===== src/rtl/jk_pkg.sv =====
// Shared definitions for the JK bank controller: command encodings, FSM states
// and the command-to-j/k mapping.
package jk_pkg;

    localparam logic [1:0] JK_HOLD = 2'b00;
    localparam logic [1:0] JK_CLR  = 2'b01;
    localparam logic [1:0] JK_SET  = 2'b10;
    localparam logic [1:0] JK_TGL  = 2'b11;

    typedef enum logic [1:0] {
        ST_IDLE  = 2'b00,
        ST_APPLY = 2'b01,
        ST_DONE  = 2'b10
    } st_t;

    // Returns {j,k} for a command.
    function automatic logic [1:0] jk_of(input logic [1:0] cmd);
        logic [1:0] jk;
        case (cmd)
            JK_CLR:  jk = 2'b01;
            JK_SET:  jk = 2'b10;
            JK_TGL:  jk = 2'b11;
            default: jk = 2'b00;
        endcase
        return jk;
    endfunction

endpackage


===== src/rtl/jk_ff.sv =====
// Plain JK flip-flop: 00 hold, 01 clear, 10 set, 11 toggle on the rising edge.
module jk_ff (
    input  logic j,
    input  logic k,
    input  logic clk,
    output logic q
);

    always_ff @(posedge clk) begin
        case ({j, k})
            2'b01:   q <= 1'b0;
            2'b10:   q <= 1'b1;
            2'b11:   q <= ~q;
            default: q <= q;
        endcase
    end

endmodule


===== src/rtl/jk_arb_ctrl.sv =====
// Two-requester round-robin controller applying hold/clear/set/toggle commands
// to one bit of a jk_ff bank, one command per IDLE->APPLY->DONE pass.
module jk_arb_ctrl
    import jk_pkg::*;
#(
    parameter int WIDTH = 4,
    parameter int IDXW  = 2
) (
    input  logic             clk,
    input  logic             rst,
    input  logic             req0,
    input  logic [1:0]       cmd0,
    input  logic [IDXW-1:0]  idx0,
    input  logic             req1,
    input  logic [1:0]       cmd1,
    input  logic [IDXW-1:0]  idx1,
    output logic             gnt0,
    output logic             gnt1,
    output logic             busy,
    output logic             done,
    output logic [WIDTH-1:0] q
);

    st_t             state, state_nxt;
    logic            rr;        // 1: requester 1 wins a tie
    logic            win;       // requester owning the current command
    logic [1:0]      cur_cmd;
    logic [IDXW-1:0] cur_idx;
    logic            take;
    logic            win_nxt;

    always_ff @(posedge clk) begin
        if (rst) state <= ST_IDLE;
        else     state <= state_nxt;
    end

    always_comb begin
        state_nxt = state;
        take      = 1'b0;
        win_nxt   = req1 & (~req0 | rr);
        case (state)
            ST_IDLE: begin
                if (req0 | req1) begin
                    take      = 1'b1;
                    state_nxt = ST_APPLY;
                end
            end
            ST_APPLY: state_nxt = ST_DONE;
            ST_DONE:  state_nxt = ST_IDLE;
            default:  state_nxt = ST_IDLE;
        endcase
    end

    // Winner's command is captured at acceptance so j/k never see req/cmd/idx directly.
    always_ff @(posedge clk) begin
        if (rst) begin
            rr      <= 1'b0;
            win     <= 1'b0;
            cur_cmd <= JK_HOLD;
            cur_idx <= '0;
        end else if (take) begin
            rr      <= ~win_nxt;
            win     <= win_nxt;
            cur_cmd <= win_nxt ? cmd1 : cmd0;
            cur_idx <= win_nxt ? idx1 : idx0;
        end
    end

    assign busy = (state == ST_APPLY);
    assign done = (state == ST_DONE);
    assign gnt0 = busy & ~win;
    assign gnt1 = busy &  win;

    // An out-of-range index matches no bit, so the handshake runs with q untouched.
    for (genvar i = 0; i < WIDTH; i++) begin : g_bit
        logic bj, bk;
        logic hit;

        assign hit = busy && (cur_idx == IDXW'(i));

        always_comb begin
            {bj, bk} = 2'b00;
            if (rst)      {bj, bk} = 2'b01;
            else if (hit) {bj, bk} = jk_of(cur_cmd);
        end

        jk_ff u_ff (
            .j   (bj),
            .k   (bk),
            .clk (clk),
            .q   (q[i])
        );
    end

endmodule


===== config.mk =====
export PLATFORM = sky130hd
export DESIGN_NAME = jk_arb_ctrl
export DESIGN_NICKNAME = d
export VERILOG_FILES = /design/src/rtl/jk_pkg.sv /design/src/rtl/jk_ff.sv /design/src/rtl/jk_arb_ctrl.sv
export SDC_FILE = /design/constraint.sdc
export NUM_CORES = 1
export LEC_CHECK = 0
export ABC_AREA = 1
export BUFFER_PORTS_ARGS = -buffer_cell sky130_fd_sc_hd__buf_4
export CELL_PAD_IN_SITES_DETAIL_PLACEMENT = 1
export CELL_PAD_IN_SITES_GLOBAL_PLACEMENT = 1
export CORE_ASPECT_RATIO = 1.1
export CORE_MARGIN = 10
export CORE_UTILIZATION = 30
export DETAILED_ROUTE_END_ITERATION = 8
export PLACE_DENSITY = 0.69
export SLEW_MARGIN = 30
export SYNTH_ARGS = -nofsm -noshare
export SYNTH_HDL_FRONTEND = slang
export SYNTH_SLANG_ARGS = --single-unit
export TNS_END_PERCENT = 30

===== constraint.sdc =====
create_clock -name clk -period 1.37 [get_ports clk]
set_input_delay 0.0685 -clock clk [delete_from_list [all_inputs] [get_ports clk]]
set_output_delay 0.0685 -clock clk [all_outputs]
set_load 0.02 [all_outputs]

* Word level (Yosys, flattened, before mapping)
Index checks and enable logic that the tools add are counted.
** Storage, ports and cells
- Flip-flop bits (word level) :: 12
- Logic and storage cells :: 79
- Input bits :: 12
** Operators by class
- Equality and inequality tests :: 21
- Muxes and demuxes :: 27
- Reductions and logical operators :: 10
- Bitwise operators :: 12
** Operator list (number)
- $eq A2 B2 Y1 const B :: 13
- $mux W1 :: 18
- $eq A2 B1 Y1 const B :: 7
- $pmux W1 S3 :: 4
- $reduce_bool A3 Y1 :: 4
- $not A1 Y1 :: 7
- $mux W2 :: 3
- $pmux W2 S3 :: 1
- $logic_and A1 B1 Y1 :: 4
- $logic_not A2 Y1 :: 2
- $pmux W2 S2 :: 1
- $and A1 B1 Y1 :: 3
- $ne A2 B2 Y1 const B :: 1
- $or A1 B1 Y1 :: 2

* Longest topological paths before layout
Gate-level depths: netlist of run 1.
- Depth in word-level cells :: 6
- Depth in mapped cells :: 7

* Cells and area by module
Synthesis of run 1 repeated with hierarchy kept, for this count alone.
** Second synthesis, totals
- Cells, all modules :: 95
- Area, all modules :: 664.4 µm²
** By module, submodules not included
- jk_arb_ctrl :: cells an instance 79, area each 484.2 µm², instances 1
- jk_ff :: cells an instance 4, area each 45.0 µm², instances 4

* Worst setup path after synthesis of run 1
Ideal clock, no wire load.
- Kind :: register to register
- Start :: register state[0]
- End :: register g_bit[0].u_ff.q, enable pin
- Stages on the path, launching flop included :: 5
- Data arrival time :: 828 ps
- Slack :: 247 ps
- Clock period less this slack :: 1123 ps
- Cells stage by stage :: dfxtp_1 inv_2 nor2_4 nand3_1 nand3_1
** On the way
- Cells in the longest elaborated chain, start to end :: 6
** Ends and longest elaborated chain
- from (decl) :: RTL line jk_arb_ctrl.sv:24 : st_t state, state_nxt;
- from (signal assigned) :: RTL line jk_arb_ctrl.sv:34 : else state <= state_nxt;
- $eq A2 B1 Y1 * :: RTL line jk_arb_ctrl.sv:69 : assign busy = (state == ST_APPLY);
- named net busy :: RTL line jk_arb_ctrl.sv:19 : output logic busy,
- $logic_and A1 B1 Y1 * :: RTL line jk_arb_ctrl.sv:79 : assign hit = busy && (cur_idx == IDXW'(i));
- $mux W1 :: RTL line jk_arb_ctrl.sv:84 : else if (hit) {bj, bk} = jk_of(cur_cmd);
- $mux W1 :: RTL line jk_arb_ctrl.sv:83 : if (rst) {bj, bk} = 2'b01;
- $eq A2 B1 Y1 or $eq A2 B2 Y1 (tied branches) :: RTL line jk_ff.sv:10 : case ({j, k})
- $reduce_bool A3 Y1 (no source line) *
- to (signal assigned) :: RTL line jk_ff.sv:13 : 2'b11: q <= ~q;
- to (signal assigned) :: RTL line jk_ff.sv:14 : default: q <= q;
- to (decl) :: RTL line jk_ff.sv:6 : output logic q
The timed path passes the listed nets; every way through them passes the cells marked *.
A chain may end at the register's enable or synchronous reset.

* Final worst setup path of run 1
- Start :: input port rst
- End :: register g_bit[3].u_ff.q, enable pin
** On the way
- Cells in the longest elaborated chain, start to end :: 3
** Ends and longest elaborated chain
- from (decl) :: RTL line jk_arb_ctrl.sv:10 : input logic rst,
- $mux W1 :: RTL line jk_arb_ctrl.sv:83
- $eq A2 B1 Y1 or $eq A2 B2 Y1 (tied branches) :: RTL line jk_ff.sv:10
- $reduce_bool A3 Y1 (no source line) *
- to (signal assigned) :: RTL line jk_ff.sv:13
- to (signal assigned) :: RTL line jk_ff.sv:14
- to (decl) :: RTL line jk_ff.sv:6
Every way passes the cells marked *; elsewhere a longest branch is shown, timed or not.

==> impl_metrics.yaml, run 1 <==
global_route:
  grt_pass1_vias: 738
  gr-usage-all-layers: 0.0769
  antenna_found_initial: 0
  grt_max_degree: 13
  grt_pass1_wl_um: 3010
  grt_overflow: 0
die:
  core_mm2: 0.00223
  die_h_um: 70.6
  die-area_mm2: 0.00466
  die_x_um: 66.0
  initial_utilization: 0.314
  rows: 18
  io_pins: 20
sta:
  max_freq_ghz: 0.819
  post-route-min-period_ns: 1.22
  hold_violations: 0
  tightest_slew_ns: 0.313
  fin_skew_ns: 0.0118
  drv_slew: 0
  finalCritPeriodShare: 0.891
  max_slew_margin: 0.791
  rsz0062_at_grt: "false"
  fin_setup_tns_ns: 0
  setup_viol: 0
worst_setup_path:
  critPathSlowestCell: "dlygate4sd3_1"
  worst-path-buf-inv: 2
  cp.arrival_ns: 1.20
  crit_path_max_fanout: 5
  cp-start-kind: "primary input"
  crit_chain: "dlygate4sd3_1 > buf_4 > nor2_2 > nand3_1 > nand3_1"
  crit_type: "in2reg"
  critPathTopFamily: "buffers and inverters"
  critPathRequiredTime_ns: 1.35
  critical_path.most_common_cell: "nand3_1"
  endpoint_kind: "flop"
  critPathMaxStageDelay_ns: 0.54
detailed_routing:
  wl_per_cell_um: 10.9
  drc: 0
  vias: 681
  drtAntennaViolNets: 0
  dr.pass1.iters: 2
  wl_um: 1640
  vias_per_cell: 4.54
  drt-initial-drc-count: 2
synth:
  synth_area_um2: 699
  ys.flop_type: "dfxtp_1"
  synth.most_common_cell: "nand2_1"
  synth_edf_count: 4
  ys_ff_latch: 12
  synth.net_count: 111
  yosys-top-cells-area: "dfxtp_1, edfxtp_1, nand3_1"
  synth_cells: 99
  netlist_top_cells_count: "nand2_1, nor2_1, nand3_1"
  avgSynthCellArea_um2: 7.06
  yosysUniqueCellTypes: 16
  yosysWarnings: 0
  synthArstFlopShare: 0
  synth_top_area_frac: 0.229
  synth_largest_area_cell: "dfxtp_1"
  seq_area_frac_synth: 0.401
final_layout:
  fin_util: 0.403
  fillers: 290
  fin_nets: 133
  seqCellArea_um2: 280
  antennaDiodeCount: 0
  drive_gt1_frac: 0.292
  area_delta_synth_final_pct: 28.4
  multi_input_area_um2: 330
clock_network:
  clock-sinks: 12
  path_clk_slew_ns: 0.07
  clockBufferDepth: 2
  cts_buffers: 3
  insertion_delay_ns: 0.27
  clockRootBuffer: "clkbuf_4"
  htree_levels: 1
  cts_tree: "done"
power_and_ir_drop:
  clkPwrFrac: 0.267
  p_leak_nw: 0.440
  power_switching_w: 0.000267
  p_seq_frac: 0.482
  p_sw_frac: 0.308
  p_int_w: 0.000600
  peakVddDrop_mv: 0.330
  p_comb_frac: 0.252
  powerDensity_mw_per_mm2: 965
placed_design:
  gp_congestion: 0.745
  dp_hpwl_um: 1310
  portBuffers: 19
job:
  maxCapViolations: 0
min_path:
  hold_path_class: "in2reg"
outcome:
  status: "finished, final reports clean"
## state kept, by name, indices dropped and copies added (netlist names)
signal and cells:
cur_cmd 2, cur_idx 2, g_bit.u_ff.q 4, rr 1
state 2, win 1
## cells by family after synthesis
logic type	count (synthesis)	synth area share
and+or+nand+nor	57	0.372
buffers and inverters	20	0.131
DFF	12	0.401
AOI/OAI and AO/OA	10	0.0966
## worst register-to-register path: stages (launching register included)
cell and delay (ns):
dfxtp_1 0.35, inv_2 0.06, nor2_4 0.12, buf_4 0.16
nand3_1 0.10, nand3_1 0.10
## stage by stage
stage | instances | total power (W) | hold slack (ns) | setup slack (ns) | area [um2]
finish | 150 | 0.000867 | 0.118 | 0.149 | 898
global route | 150 | 0.000931 | 0.130 | 0.0586 | 898
CTS | 148 | 0.000871 | 0.121 | 0.0329 | 881
detailed placement | 143 | 0.000634 | 0.274 | 0.240 | 845
global placement | 143 | 0.000630 | 0.268 | 0.260 | 845
floorplan | 99 | 0.000563 | 0.131 | 0.247 | 699
## worst paths after layout
check / end / slack [ns] / startpoint / cells after the start
max: g_bit[3].u_ff.q / 0.15 / rst / 5
min: cur_cmd[1] / 0.12 / cmd1[1] / 5
max reg2reg: g_bit[3].u_ff.q / 0.21 / state[0] / 5
min reg2reg: win / 0.49 / win / 2
## layout make-up
| cell class | count | share of cell area |
|---|---|---|
| multi-input cells | 67 | 0.368 |
| flip-flops and latches | 12 | 0.312 |
| repair buffers | 22 | 0.187 |
| inverters | 15 | 0.0627 |
| well taps | 30 | 0.0418 |
| clock buffers | 4 | 0.0292 |
## placed cells by master, fill, tap and decap left out, types with 2 or more instances in the layout
cell      instances
nand3_1          15
nand2_1          18
nor2_2            3
a21oi_1           5
clkbuf_4          3
nand2_2           3
dfxtp_1           8
o21ai_0           3
inv_1            14
nor2_1           16
nor2_4            2
buf_4            21
edfxtp_1          4
## metal layers
metal / vias to the layer above / wire length, um / share of wire / track usage
met5: - / 0 / 0 / 0
met4: 0 / 30 / 0.018 / 0.0420
met3: 2 / 85 / 0.052 / 0.0252
met2: 14 / 831 / 0.51 / 0.139
met1: 315 / 693 / 0.42 / 0.0744
li1: 350 / - / - / -
## power by group through the flow
| stage | Sequential [W] | Combinational (W) | Clock [W] |
|---|---|---|---|
| after floorplan | 0.000421 | 0.000142 | 0 |
| after global placement | 0.000426 | 0.000204 | 0 |
| after detailed placement | 0.000426 | 0.000208 | 0 |
| after CTS | 0.000418 | 0.000213 | 0.000239 |
| after global routing | 0.000423 | 0.000251 | 0.000258 |
| final | 0.000418 | 0.000218 | 0.000231 |
## repair_timing
item	in CTS	in global routing
endpoints found under the hold margin	1	0
hold buffers	1	0
setup buffers	0	2
endpoints found under the setup margin	0	6
gates resized for setup	0	1
No activity file was read; power rests on OpenSTA's default activity.
==> inputs of run 2 (changes only) <==
--- a/config.mk
+++ b/config.mk
@@ -13,7 +13,7 @@
 export CORE_MARGIN = 10
 export CORE_UTILIZATION = 30
 export DETAILED_ROUTE_END_ITERATION = 8
-export PLACE_DENSITY = 0.69
+export PLACE_DENSITY = 0.7
 export SLEW_MARGIN = 30
 export SYNTH_ARGS = -nofsm -noshare
 export SYNTH_HDL_FRONTEND = slang
==> constraint.sdc (replaced) <==
create_clock -name clk -period 1.37 [get_ports clk]
set_input_delay 0.2055 -clock clk [delete_from_list [all_inputs] [get_ports clk]]
set_output_delay 0.2055 -clock clk [all_outputs]
set_load 0.02 [all_outputs]
==> run 2 against run 1 <==
Effect of this change: hold slack gained 0.011 ns; design area down 1.3%; register-to-register slack got worse by 0.02 ns; wire length is 4.5% higher; sequential power about the same; core utilization is 0.50 points lower; via count shrank 0.15%; combinational power about the same; clock power fell by 4%; clock skew down 0.0074 ns; worst setup slack lost 0.074 ns; final cell count shrank 0.67%; critical endpoint is now gnt1; largest power group unchanged.
==> impl_metrics.yaml, run 2 (synthesis results as in run 1) <==
final_layout:
  multi_input_area_um2: 328
  fillers: 290
  drive_gt1_frac: 0.303
  layout_commonest_cell: "buf_4"
  area_delta_synth_final_pct: 26.8
  final_cell_mix: "buf_4, nand2_1, nor2_1, nand3_1, inv_1"
  antennaDiodeCount: 0
  seqCellArea_um2: 282
  top_register: "g_bit.u_ff.q"
  fin_nets: 132
  largest_reg_flops: 4
clock_network:
  path_clk_slew_ns: 0.07
  clockRootBuffer: "clkbuf_4"
  cts_buffers: 3
  insertion_delay_ns: 0.27
  ctsHoldBuffers: 0
  clock-sinks: 12
  cts_tree: "done"
  htree_levels: 1
  clockBufferDepth: 2
power_and_ir_drop:
  total_power_w: 0.000857
  p_leak_nw: 0.437
  p_comb_frac: 0.252
  p_seq_frac: 0.490
  clkPwrFrac: 0.259
  p_sw_frac: 0.310
  powerDensity_mw_per_mm2: 967
  peakVddDrop_mv: 0.370
  p_int_w: 0.000592
  power_switching_w: 0.000265
global_route:
  grt_pass1_vias: 753
  grt_max_degree: 13
  grt_overflow: 0
  gr-usage-all-layers: 0.0806
  grt_pass1_wl_um: 3080
  antenna_found_initial: 0
detailed_routing:
  wl_met1_um: 689
  routed.top_layer: "met4"
  dr.pass1.iters: 3
  wl_um: 1710
  vias_per_cell: 4.56
  vias: 680
  drt-initial-drc-count: 3
  drc: 0
  wl_per_cell_um: 11.5
  dr_wl_met2_um: 897
  drtAntennaViolNets: 0
  met3_length_um: 89
outcome:
  status: "finished, final reports clean"
sta:
  post-route-min-period_ns: 1.29
  drv_slew: 0
  fin_setup_tns_ns: 0
  max_slew_margin: 0.765
  rsz0062_at_grt: "false"
  tightest_slew_ns: 0.351
  setup_viol: 0
  whs_ns: 0.129
  finalCritPeriodShare: 0.945
  max_freq_ghz: 0.772
  fin_skew_ns: 0.00447
  hold_violations: 0
worst_setup_path:
  critPathMaxStageDelay_ns: 0.34
  critPathRequiredTime_ns: 1.16
  cp-start-kind: "flop"
  critical_path.most_common_cell: "inv_2"
  crit_path_max_fanout: 3
  crit_type: "reg2out"
  endpoint_kind: "primary output"
  critPathSlowestCell: "dfxtp_2"
  crit_chain: "inv_2 > nor2_4 > inv_2 > nor2_1 > buf_4"
  cp.arrival_ns: 1.09
die:
  rows: 18
  core_mm2: 0.00223
  initial_utilization: 0.314
  die_h_um: 70.6
  io_pins: 20
  die-area_mm2: 0.00466
  die_x_um: 66.0
min_path:
  hold_path_class: "in2reg"
placed_design:
  dp_hpwl_um: 1460
  portBuffers: 19
  gp_congestion: 0.740
job:
  maxCapViolations: 0
[run 2: worst paths after layout]
| kind | start | end | slack [ns] | cells after the start |
|---|---|---|---|---|
| max | state[0] | gnt1 | 0.08 | 5 |
| min | rst | win | 0.13 | 2 |
| min reg2reg | win | win | 0.49 | 2 |
| max reg2reg | state[0] | g_bit[0].u_ff.q | 0.19 | 5 |
[run 2: cell type report]
class / count / share of cell area
Clock buffer: 3 / 0.0254
Clock inverter: 1 / 0.00423
Inverter: 15 / 0.0635
Multi-Input combinational cell: 67 / 0.370
Sequential cell: 12 / 0.317
Tap cell: 30 / 0.0423
Timing Repair Buffer: 21 / 0.178
[run 2: power groups by stage]
stage	Clock (W)	Sequential [W]	Combinational [W]
2_1_floorplan	0	0.000421	0.000142
3_3_place_gp	0	0.000426	0.000204
3_5_place_dp	0	0.000428	0.000210
4_1_cts	0.000230	0.000421	0.000219
5_1_grt	0.000243	0.000425	0.000248
6_report	0.000222	0.000420	0.000216
[run 2: critical path, delay by kind of cell (launching register included)]
family | cells | cell delay, ns
DFF | 1 | 0.34
and+or+nand+nor | 2 | 0.22
buffers and inverters | 3 | 0.26
[run 2: through the flow]
step	cell area (um2)	setup slack [ns]	utilization	cells
after floorplan	699	0.163	-	99
after global placement	845	0.203	0.379	143
after detailed placement	845	0.156	0.379	143
after CTS	886	0.0438	0.397	149
after global routing	887	0.0101	0.398	149
final	887	0.0752	0.398	149
[run 2: timing repair]
| item | 4_1_cts | 5_1_grt |
|---|---|---|
| setup endpoints to repair | 2 | 2 |
| resized for setup | 0 | 2 |
| pin swaps | 1 | 0 |
| hold endpoints to repair | 0 | 0 |
| buffers inserted | 2 | 0 |
[run 2: metal layers]
layer | track usage | vias to the layer above
li1 | - | 350
met1 | 0.0769 | 310
met2 | 0.151 | 16
met4 | 0.0420 | 0
met3 | 0.0220 | 4
met5 | 0 | -
==> inputs of run 3 (changes only) <==
==> constraint.sdc (replaced) <==
create_clock -name clk -period 1.35 [get_ports clk]
set_input_delay 0.2025 -clock clk [delete_from_list [all_inputs] [get_ports clk]]
set_output_delay 0.2025 -clock clk [all_outputs]
set_load 0.02 [all_outputs]
==> run 3 against run 2 <==
Effect of this change: count of clock-buffer cells in the layout did not move; clock power rose by 3%; clock skew grew 0.0024 ns; largest cell class unchanged; total power increased by 1.8%; core utilization decreased by 0.22 points.
==> impl_metrics.yaml, run 3 (synthesis results as in run 1) <==
global_route:
  grt_pass1_vias: 708
  gr-usage-all-layers: 0.0838
  grt_overflow: 0
  grt_max_degree: 13
  antenna_found_initial: 0
  grt_pass1_wl_um: 3130
detailed_routing:
  wl_per_cell_um: 12.0
  dr.pass1.iters: 3
  drtAntennaViolNets: 0
  drt-initial-drc-count: 14
  vias_per_cell: 4.45
  vias: 659
  drc: 0
  wl_um: 1770
final_layout:
  antennaDiodeCount: 0
  seqCellArea_um2: 282
  final_cell_mix: "buf_4, nand2_1, nor2_1, nand3_1, inv_1"
  drive_gt1_frac: 0.305
  fin_nets: 131
  multi_input_area_um2: 330
  area_delta_synth_final_pct: 26.1
  largest_reg_flops: 4
  stdcell_count: 148
  fillers: 295
  layout_commonest_cell: "buf_4"
  top_register: "g_bit.u_ff.q"
  stdcell_area_um2: 882
min_path:
  hold_path_class: "in2reg"
  hold_depth: 2
die:
  core_mm2: 0.00223
  rows: 18
  die_x_um: 66.0
  die_h_um: 70.6
  initial_utilization: 0.314
  io_pins: 20
  die-area_mm2: 0.00466
sta:
  fin_setup_tns_ns: 0
  finalCritPeriodShare: 0.947
  drv_slew: 0
  max_slew_margin: 0.754
  max_freq_ghz: 0.782
  whs_ns: 0.134
  setup_viol: 0
  fin_skew_ns: 0.00682
  post-route-min-period_ns: 1.28
  tightest_slew_ns: 0.367
  hold_violations: 0
placed_design:
  gp_congestion: 0.740
  portBuffers: 19
  dpl-instance-area_um2: 845
  post-place-cells: 143
  dp_hpwl_um: 1450
clock_network:
  path_clk_slew_ns: 0.07
  insertion_delay_ns: 0.27
  clock-sinks: 12
  htree_levels: 1
  clockRootBuffer: "clkbuf_4"
  ctsHoldBuffers: 0
  clockBufferDepth: 2
  cts_tree: "done"
  cts_buffers: 3
worst_setup_path:
  crit_type: "reg2out"
  endpoint_kind: "primary output"
  critPathSlowestCell: "dfxtp_2"
  reg2reg_slack_ns: 0.15
  crit_chain: "inv_2 > nor2_4 > buf_4 > buf_4"
  critical_path.most_common_cell: "buf_4"
  critPathRequiredTime_ns: 1.15
  worstRegToRegCells: 4
  crit_path_max_fanout: 9
  cp.arrival_ns: 1.08
  cp-start-kind: "flop"
  critPathMaxStageDelay_ns: 0.34
outcome:
  status: "finished, final reports clean"
power_and_ir_drop:
  p_leak_nw: 0.431
  total_power_w: 0.000873
  powerDensity_mw_per_mm2: 990
  peakVddDrop_mv: 0.385
job:
  maxCapViolations: 0
==> run 3: final cells by class <==
class | instances | share of cell area
clock buffer | 3 | 0.0255
clock inverter | 1 | 0.00426
inverter | 15 | 0.0638
multi-input combinational | 67 | 0.374
sequential | 12 | 0.319
tap | 30 | 0.0426
timing repair buffer | 20 | 0.170
==> run 3: report_power, final <==
group          total, W  internal (W)  leakage [nW]  switching (W)
Clock          0.000229      0.000107        0.0154       0.000122
Sequential     0.000427      0.000402         0.108      0.0000245
Combinational  0.000217     0.0000883         0.308       0.000129
Total          0.000873      0.000598         0.431       0.000276
==> run 3: worst paths after layout <==
kind	from	end
worst max-delay path	state[0]	busy
worst min-delay path	rst	win
worst max register to register	cur_cmd[1]	g_bit[0].u_ff.q
worst min register to register	win	win
==> run 3: worst max-delay path: cells and delay by family (launching register included) <==
family	cells	cell delay (ns)
buf+inv	3	0.37
flops	1	0.34
simple gates	1	0.10
==> run 3: metrics by stage <==
step	utilization	worst slack, ns
2_1_floorplan	-	0.146
3_3_place_gp	0.379	0.186
3_5_place_dp	0.379	0.119
4_1_cts	0.394	0.0113
5_1_grt	0.396	-0.00550
6_report	0.396	0.0710
==> run 3: what timing repair did <==
action,in CTS,in global routing
resized for setup,0,3
pin swaps,1,2
hold endpoints to repair,0,0
endpoints found under the setup margin,2,3
setup buffers,1,0
==> run 3: metal layers <==
metal  part of all wire  GRT usage  vias to the layer above
met3              0.053     0.0236                        2
met2               0.52      0.147                       16
met1               0.41     0.0850                      297
met5                  0          0                        -
met4              0.016     0.0490                        0
li1                   -          -                      344
